--- config.mk ---
export PLATFORM = sky130hd
export DESIGN_NAME = hamming_frame_tx
export DESIGN_NICKNAME = d
export VERILOG_FILES = /design/src/rtl/hamming_frame_tx.sv
export SDC_FILE = /design/constraint.sdc
export NUM_CORES = 1
export LEC_CHECK = 0
export CORE_ASPECT_RATIO = 1.5
export CORE_MARGIN = 2
export CORE_UTILIZATION = 53
export DETAILED_ROUTE_END_ITERATION = 8
export PLACE_DENSITY = 0.8
export SYNTH_ARGS = -nofsm -noshare
export SYNTH_HDL_FRONTEND = slang
export SYNTH_SLANG_ARGS = --single-unit
--- constraint.sdc ---
create_clock -name clk -period 2.4 [get_ports clk]
set_input_delay 0.36 -clock clk [delete_from_list [all_inputs] [get_ports clk]]
set_output_delay 0.36 -clock clk [all_outputs]
set_load 0.02 [all_outputs]
--- src/rtl/hamming_frame_tx.sv ---
// Transmit framer: latches one ciphertext block, Hamming(21,16)-encodes each 16-bit word
// and streams the codewords MSB first as one serial frame with valid/ready handshakes.
module hamming_frame_tx #(
  parameter int N_WORDS = 4
) (
  input  logic                    clk,
  input  logic                    rst_n,
  input  logic                    in_valid,
  output logic                    in_ready,
  input  logic [16*N_WORDS-1:0]   in_data,
  output logic                    tx_valid,
  input  logic                    tx_ready,
  output logic                    tx_bit,
  output logic                    tx_sof,
  output logic                    tx_eof
);

  localparam int BW  = 16 * N_WORDS;
  localparam int WCW = (N_WORDS > 1) ? $clog2(N_WORDS) : 1;
  localparam logic [4:0]     LAST_BIT  = 5'd20;
  localparam logic [WCW-1:0] LAST_WORD = WCW'(N_WORDS - 1);

  typedef enum logic {
    ST_IDLE  = 1'b0,
    ST_SHIFT = 1'b1
  } state_e;

  state_e         state_q, state_d;
  logic [20:0]    shreg_q, shreg_d;
  logic [4:0]     bit_cnt_q, bit_cnt_d;
  logic [WCW-1:0] word_cnt_q, word_cnt_d;
  logic [BW-1:0]  block_q, block_d;

  logic           last_word;
  logic           xfer;

  // Codeword c[1:21] is returned with c[1] in the MSB so a left shift sends c[1] first.
  function automatic logic [20:0] hamming_encode(input logic [15:0] w);
    logic [1:21] c;
    c      = '0;
    c[3]   = w[15];
    c[5]   = w[14];
    c[6]   = w[13];
    c[7]   = w[12];
    c[9]   = w[11];
    c[10]  = w[10];
    c[11]  = w[9];
    c[12]  = w[8];
    c[13]  = w[7];
    c[14]  = w[6];
    c[15]  = w[5];
    c[17]  = w[4];
    c[18]  = w[3];
    c[19]  = w[2];
    c[20]  = w[1];
    c[21]  = w[0];
    c[1]   = c[3] ^ c[5] ^ c[7] ^ c[9] ^ c[11] ^ c[13] ^ c[15] ^ c[17] ^ c[19] ^ c[21];
    c[2]   = c[3] ^ c[6] ^ c[7] ^ c[10] ^ c[11] ^ c[14] ^ c[15] ^ c[18] ^ c[19];
    c[4]   = c[5] ^ c[6] ^ c[7] ^ c[12] ^ c[13] ^ c[14] ^ c[15] ^ c[20] ^ c[21];
    c[8]   = c[9] ^ c[10] ^ c[11] ^ c[12] ^ c[13] ^ c[14] ^ c[15];
    c[16]  = c[17] ^ c[18] ^ c[19] ^ c[20] ^ c[21];
    return c;
  endfunction

  assign last_word = (word_cnt_q == LAST_WORD);
  assign xfer      = (state_q == ST_SHIFT) && tx_ready;

  // NOTE: every register, including the block holding register, is cleared by the async
  // reset with non-blocking assignments so a dropped frame leaves no stale state behind.
  always_ff @(posedge clk or negedge rst_n) begin
    if (!rst_n) begin
      state_q    <= ST_IDLE;
      shreg_q    <= '0;
      bit_cnt_q  <= '0;
      word_cnt_q <= '0;
      block_q    <= '0;
    end else begin
      state_q    <= state_d;
      shreg_q    <= shreg_d;
      bit_cnt_q  <= bit_cnt_d;
      word_cnt_q <= word_cnt_d;
      block_q    <= block_d;
    end
  end

  // NOTE: all next-state values default to the current value first, so no path infers a latch.
  always_comb begin
    state_d    = state_q;
    shreg_d    = shreg_q;
    bit_cnt_d  = bit_cnt_q;
    word_cnt_d = word_cnt_q;
    block_d    = block_q;

    if (state_q == ST_IDLE) begin
      if (in_valid) begin
        // Word 0 goes straight into the shifter; the rest wait MS-first in block_q.
        shreg_d    = hamming_encode(in_data[BW-1 -: 16]);
        block_d    = in_data << 16;
        bit_cnt_d  = '0;
        word_cnt_d = '0;
        state_d    = ST_SHIFT;
      end
    end else if (xfer) begin
      if (bit_cnt_q == LAST_BIT) begin
        bit_cnt_d = '0;
        if (last_word) begin
          shreg_d    = '0;
          word_cnt_d = '0;
          state_d    = ST_IDLE;
        end else begin
          shreg_d    = hamming_encode(block_q[BW-1 -: 16]);
          block_d    = block_q << 16;
          word_cnt_d = word_cnt_q + 1'b1;
        end
      end else begin
        shreg_d   = {shreg_q[19:0], 1'b0};
        bit_cnt_d = bit_cnt_q + 5'd1;
      end
    end
  end

  always_comb begin
    in_ready = 1'b0;
    tx_valid = 1'b0;
    tx_bit   = 1'b0;
    tx_sof   = 1'b0;
    tx_eof   = 1'b0;
    if (state_q == ST_IDLE) begin
      in_ready = 1'b1;
    end else begin
      tx_valid = 1'b1;
      tx_bit   = shreg_q[20];
      tx_sof   = (word_cnt_q == '0) && (bit_cnt_q == '0);
      tx_eof   = last_word && (bit_cnt_q == LAST_BIT);
    end
  end

endmodule

# ---- Word level (Yosys, flattened, before mapping)
# Cells that the tools add are included.
dict set report classes {
  mux 29
  eq_ne 5
  n_reduce_logical 9
  bitwise_logic 70
  n_addsub 2
}
# cell count
set op_table {}
lappend op_table {{2-to-1 mux 64 bit} 5}
lappend op_table {{2-to-1 mux 21 bit} 5}
lappend op_table {{XOR 1 bit} 70}
lappend op_table {{2-to-1 mux 5 bit} 4}
lappend op_table {{2-to-1 mux 1 bit} 10}
lappend op_table {{2-to-1 mux 2 bit} 5}
lappend op_table {{adder 5 x 1 -> 5 bit (second input constant)} 1}
lappend op_table {{== test 5 bit (second input constant)} 1}
lappend op_table {{zero test 5 bit} 1}
lappend op_table {{inequality test 2 x 1 -> 1 bit (second input constant)} 2}
lappend op_table {{AND reduction 4 bit} 1}
lappend op_table {{logical AND 1 bit} 3}
lappend op_table {{AND reduction 3 bit} 1}
lappend op_table {{adder 2 x 1 -> 2 bit (second input constant)} 1}
lappend op_table {{== test 2 bit (second input constant)} 1}
lappend op_table {{zero test 2 bit} 1}
lappend op_table {{inequality test 2 bit (second input constant)} 1}
lappend op_table {{AND reduction 2 bit} 1}
lappend op_table {{nonzero test 2 bit} 1}
dict set report word_totals {
  in_bits 68
  word_cells 120
  regBits 93
}

# ---- Longest topological paths before layout
# Gate-level depths: netlist of run 1.
dict set report logic_depth {
  word_depth 13
  mapped_depth 9
}

# ---- Worst setup path before layout of run 1
# Ideal clock, no wire load.
dict set report synth_path {
  kind {register to output}
  startpoint {reg state_q}
  endpoint {out tx_bit}
  t_required_ns 2.040
  arrival_time_ns 1.513
  slack_ns 0.527
  stages_incl_launch_ff 5
  path_cell_list {dfrtp_1 buf_6 clkbuf_1 clkbuf_1 and2_1}
}
dict set report synth_between {
  elab_chain_len 1
}
# element line
set synth_rtl {}
lappend synth_rtl {{start: declaration} 28} ;# state_e state_q, state_d;
lappend synth_rtl {{start signal: assignment} 78} ;# state_q <= state_d;
lappend synth_rtl {{2-to-1 mux 1 bit} 128} ;# if (state_q == ST_IDLE) begin
lappend synth_rtl {{end: declaration} 13} ;# output logic tx_bit,
# No other way between the ends.

# ---- Worst setup path in the final report of run 1
dict set report layout_path {
  startpoint {reg bit_cnt_q[0]}
  endpoint {out tx_eof}
}
dict set report layout_between {
  elab_chain_len 3
}
# element line
set layout_rtl {}
lappend layout_rtl {{start: declaration} 30} ;# logic [4:0] bit_cnt_q, bit_cnt_d;
lappend layout_rtl {{start signal: assignment} 80} ;# bit_cnt_q <= bit_cnt_d;
lappend layout_rtl {{== test 5 bit} 134} ;# tx_eof = last_word && (bit_cnt_q == LAST_BIT);
lappend layout_rtl {{logical AND 1 bit} 134}
lappend layout_rtl {{2-to-1 mux 1 bit} 128}
lappend layout_rtl {{end: declaration} 15} ;# output logic tx_eof
# No other way between the ends.

==> run_results.csv, run 1 <==
group,metric,value,unit
status,outcome,"complete, no violations",
run,max_cap_violations,0,
global_route,grt_start_max_net_pins,43,
synthesis,synth_cell_types,35,
clock_tree,clock_path_buffers,2,
clock_tree,cts-htree-levels,3,
finish,fin_nets,539,
power_and_ir_drop,p_total,3690,µW
routing,routed-via-count,3258,
routing,met2_length,4630,µm
timing,setup-tns-final,0,ns
power_and_ir_drop,p_leak,0.00240,µW
floorplan,ios,73,
routing,ant_nets,0,
place,port_buffers,72,
finish,final_cell_mix,"dfrtp_1 (76), clkdlybuf4s50_1 (70), nand2_1 (43), xnor2_1 (36), mux2i_1 (34)",
floorplan,core_area,0.00751,mm²
finish,post-route-util,69.5,%
power_and_ir_drop,ir_worst_vdd,0.573,mV
synthesis,avgSynthCellArea,10.3,µm²
floorplan,rows,39,
finish,mostFrequentLayoutCell,"dfrtp_1",
finish,drive_gt1_share,7.63,%
synthesis,synth_top_family_by_area,"compound AO/OA/AOI/OAI gates",
min_path,min_path_type,"input port to asynchronous set/reset pin",
timing,worst_slew_pin_slew,0.642,ns
global_route,grt_pass1_wl,15400,µm
routing,top_layer,"met4",
timing,setup_ws,0.131,ns
clock_tree,clk_transition_reported_paths,0.06,ns
synthesis,synth-seq-area-share,47.3,%
worst_setup_path,worstPathArrival,1.91,ns
clock_tree,holdBufCountCts,0,
floorplan,start_util,54.2,%
synthesis,syn_nets,469,
global_route,gr-total-overflow,0,
worst_setup_path,path_class,"flop to primary output",
synthesis,synth-main-ff-cell,"dfrtp_1",
clock_tree,cts_root_buf,"clkbuf_16",
synthesis,ys_ff_latch,77,
synthesis,ys_async_sr_fraction,100,%
synthesis,synth_edf_count,0,
worst_setup_path,crit_path_max_fanout,5,
floorplan,die_h,111,µm
timing,rsz0062_at_grt,"false",
worst_setup_path,crit_path_start_kind,"flop",
global_route,grt_pass1_vias,3323,
timing,max_freq,0.441,GHz
timing,finalMaxSlewViolations,0,
global_route,antenna_found_initial,0,
synthesis,yosys.area_share.simple,10.2,%
worst_setup_path,cp-end-kind,"primary output",
synthesis,syn_area,0.00407,mm²
worst_setup_path,cp.required,2.04,ns
routing,met1_length,3480,µm
finish,diodes,0,
timing,skew,0.00508,ns
global_route,grt.total_usage,23.9,%
clock_tree,cts.repair.resized,0,
synthesis,synth.area.mux_share,8.36,%
floorplan,die_x,75.6,µm
synthesis,synth_cells,397,
finish,stdcell_count,574,
synthesis,yosysWarnings,0,
timing,fin_crit,2.27,ns
clock_tree,cts.sinks,77,
clock_tree,insertion_delay,0.33,ns
power_and_ir_drop,power_density,705,mW/mm²
timing,post-route-period-util,94.5,%
routing,wl_met3,539,µm
place,dp_cells,558,
routing,viasPerCell,5.68,
finish,area_delta_synth_final,28.4,%
synthesis,synthXorXnorAreaFrac,11.9,%
clock_tree,postCtsSetupBuffers,0,
floorplan,dieArea,0.00841,mm²
clock_tree,cts_tree,"built",
timing,setup_violations,0,
timing,hold_viol_final,0,
routing,route.detailed.drc,0,
routing,wl,8960,µm
timing,maxSlewHeadroom,57.2,%
routing,drtIter0Drc,347,
routing,drtPass1Iterations,6,
place,dp_hpwl,6620,µm
place,gp_congestion,0.835,
place,dp_slack,0.203,ns
synthesis,synthAdderAreaFrac,1.23,%
clock_tree,cts_buffers,9,
routing,wl_per_cell,15.6,µm
synthesis,synth_compound_area_share,16.7,%
## report_power, final
group	internal (µW)	total, µW	switching [µW]
clock network	909	1400	492
logic	388	683	295
registers	1470	1600	137
## metrics by stage
step           hold WS (ns)  cell area [µm²]
2_1_floorplan        0.0644             4070
3_3_place_gp          0.371             4910
3_5_place_dp          0.373             4910
4_1_cts              0.0195             5220
5_1_grt              0.0440             5230
6_report            0.00817             5230
## final timing paths
path | start | endpoint | slack [ns] | depth (start not counted)
max | bit_cnt_q[0]$_DFFE_PN0P_ | tx_eof | 0.13 | 5
max reg2reg | bit_cnt_q[0]$_DFFE_PN0P_ | bit_cnt_q[4]$_DFFE_PN0P_ | 0.37 | 7
min | rst_n | block_q[20]$_DFFE_PN0P_ | 0.008 | 1
min reg2reg | block_q[40]$_DFFE_PN0P_ | block_q[40]$_DFFE_PN0P_ | 0.48 | 2
max in group asynchronous | rst_n | shreg_q[3]$_DFFE_PN0P_ | 1.78 | 2
min in group clk | block_q[40]$_DFFE_PN0P_ | block_q[40]$_DFFE_PN0P_ | 0.48 | 2
## routing by layer
| metal | track usage (%) | vias up |
|---|---|---|
| met4 | 11.8 | 0 |
| met5 | 0 | - |
| met3 | 5.52 | 28 |
| li1 | - | 1548 |
| met2 | 38.1 | 147 |
| met1 | 29.8 | 1535 |
## critical path, cell delays in order, from the launching register on
cell and delay [ns]:
dfrtp_1 0.42, inv_1 0.08, ha_1 0.16, nand4b_1 0.14, nor2_1 0.17, clkdlybuf4s50_1 0.62
## final cells by class
class                   count  area [µm²]
flip-flops and latches     77        1930
repair buffers             87         858
well taps                 102         128
fillers                   584        2290
inverters                   6        22.5
clock inverters             6        87.6
clock buffers              10         229
multi-input cells         286        1970
## state kept, by name, summed over array words and instances (netlist names)
signal / flops
shreg_q: 21
block_q: 48
bit_cnt_q: 5
word_cnt_q: 2
state_q: 1
## synthesized netlist by cell type (all sizes together) (5+ instances only)
cell / number / area share [%]
nand2: 44 / 4.1
and3: 7 / 1.1
a21oi: 19 / 2.3
a22o: 16 / 3.4
a222oi: 8 / 2.0
and2: 5 / 0.77
dfrtp: 77 / 47
clkbuf: 14 / 1.5
mux2i: 34 / 8.4
a31oi: 6 / 0.92
inv: 6 / 0.55
a221oi: 8 / 1.7
xnor2: 37 / 8.1
buf: 14 / 2.2
xor2: 9 / 2.1
nor2: 27 / 2.5
o21ai: 40 / 4.9
## cell families after synthesis
kind of cell	Yosys count
DFF	77
and+or+nand+nor	95
buffers and inverters	34
AOI/OAI and AO/OA	104
muxes	34
adders and majority gates	4
xor gates and xnor gates	49
Note: power is estimated with default switching activity, not from simulation.
==> run 2, diff against run 1 <==
--- a/config.mk
+++ b/config.mk
@@ -8,6 +8,7 @@
 export CORE_ASPECT_RATIO = 1.5
 export CORE_MARGIN = 2
 export CORE_UTILIZATION = 53
+export CTS_CLUSTER_SIZE = 30
 export DETAILED_ROUTE_END_ITERATION = 8
 export PLACE_DENSITY = 0.8
 export SYNTH_ARGS = -nofsm -noshare
==> results of run 2 <==
The final DEF is identical to that of run 1; final timing and power are the same.
==> run 3, diff against run 2 <==
--- a/config.mk
+++ b/config.mk
@@ -10,6 +10,7 @@
 export CORE_UTILIZATION = 53
 export CTS_CLUSTER_SIZE = 30
 export DETAILED_ROUTE_END_ITERATION = 8
+export GPL_ROUTABILITY_DRIVEN = 0
 export PLACE_DENSITY = 0.8
 export SYNTH_ARGS = -nofsm -noshare
 export SYNTH_HDL_FRONTEND = slang
==> results of run 3 <==
The final DEF is identical to that of run 1; final timing and power are the same.
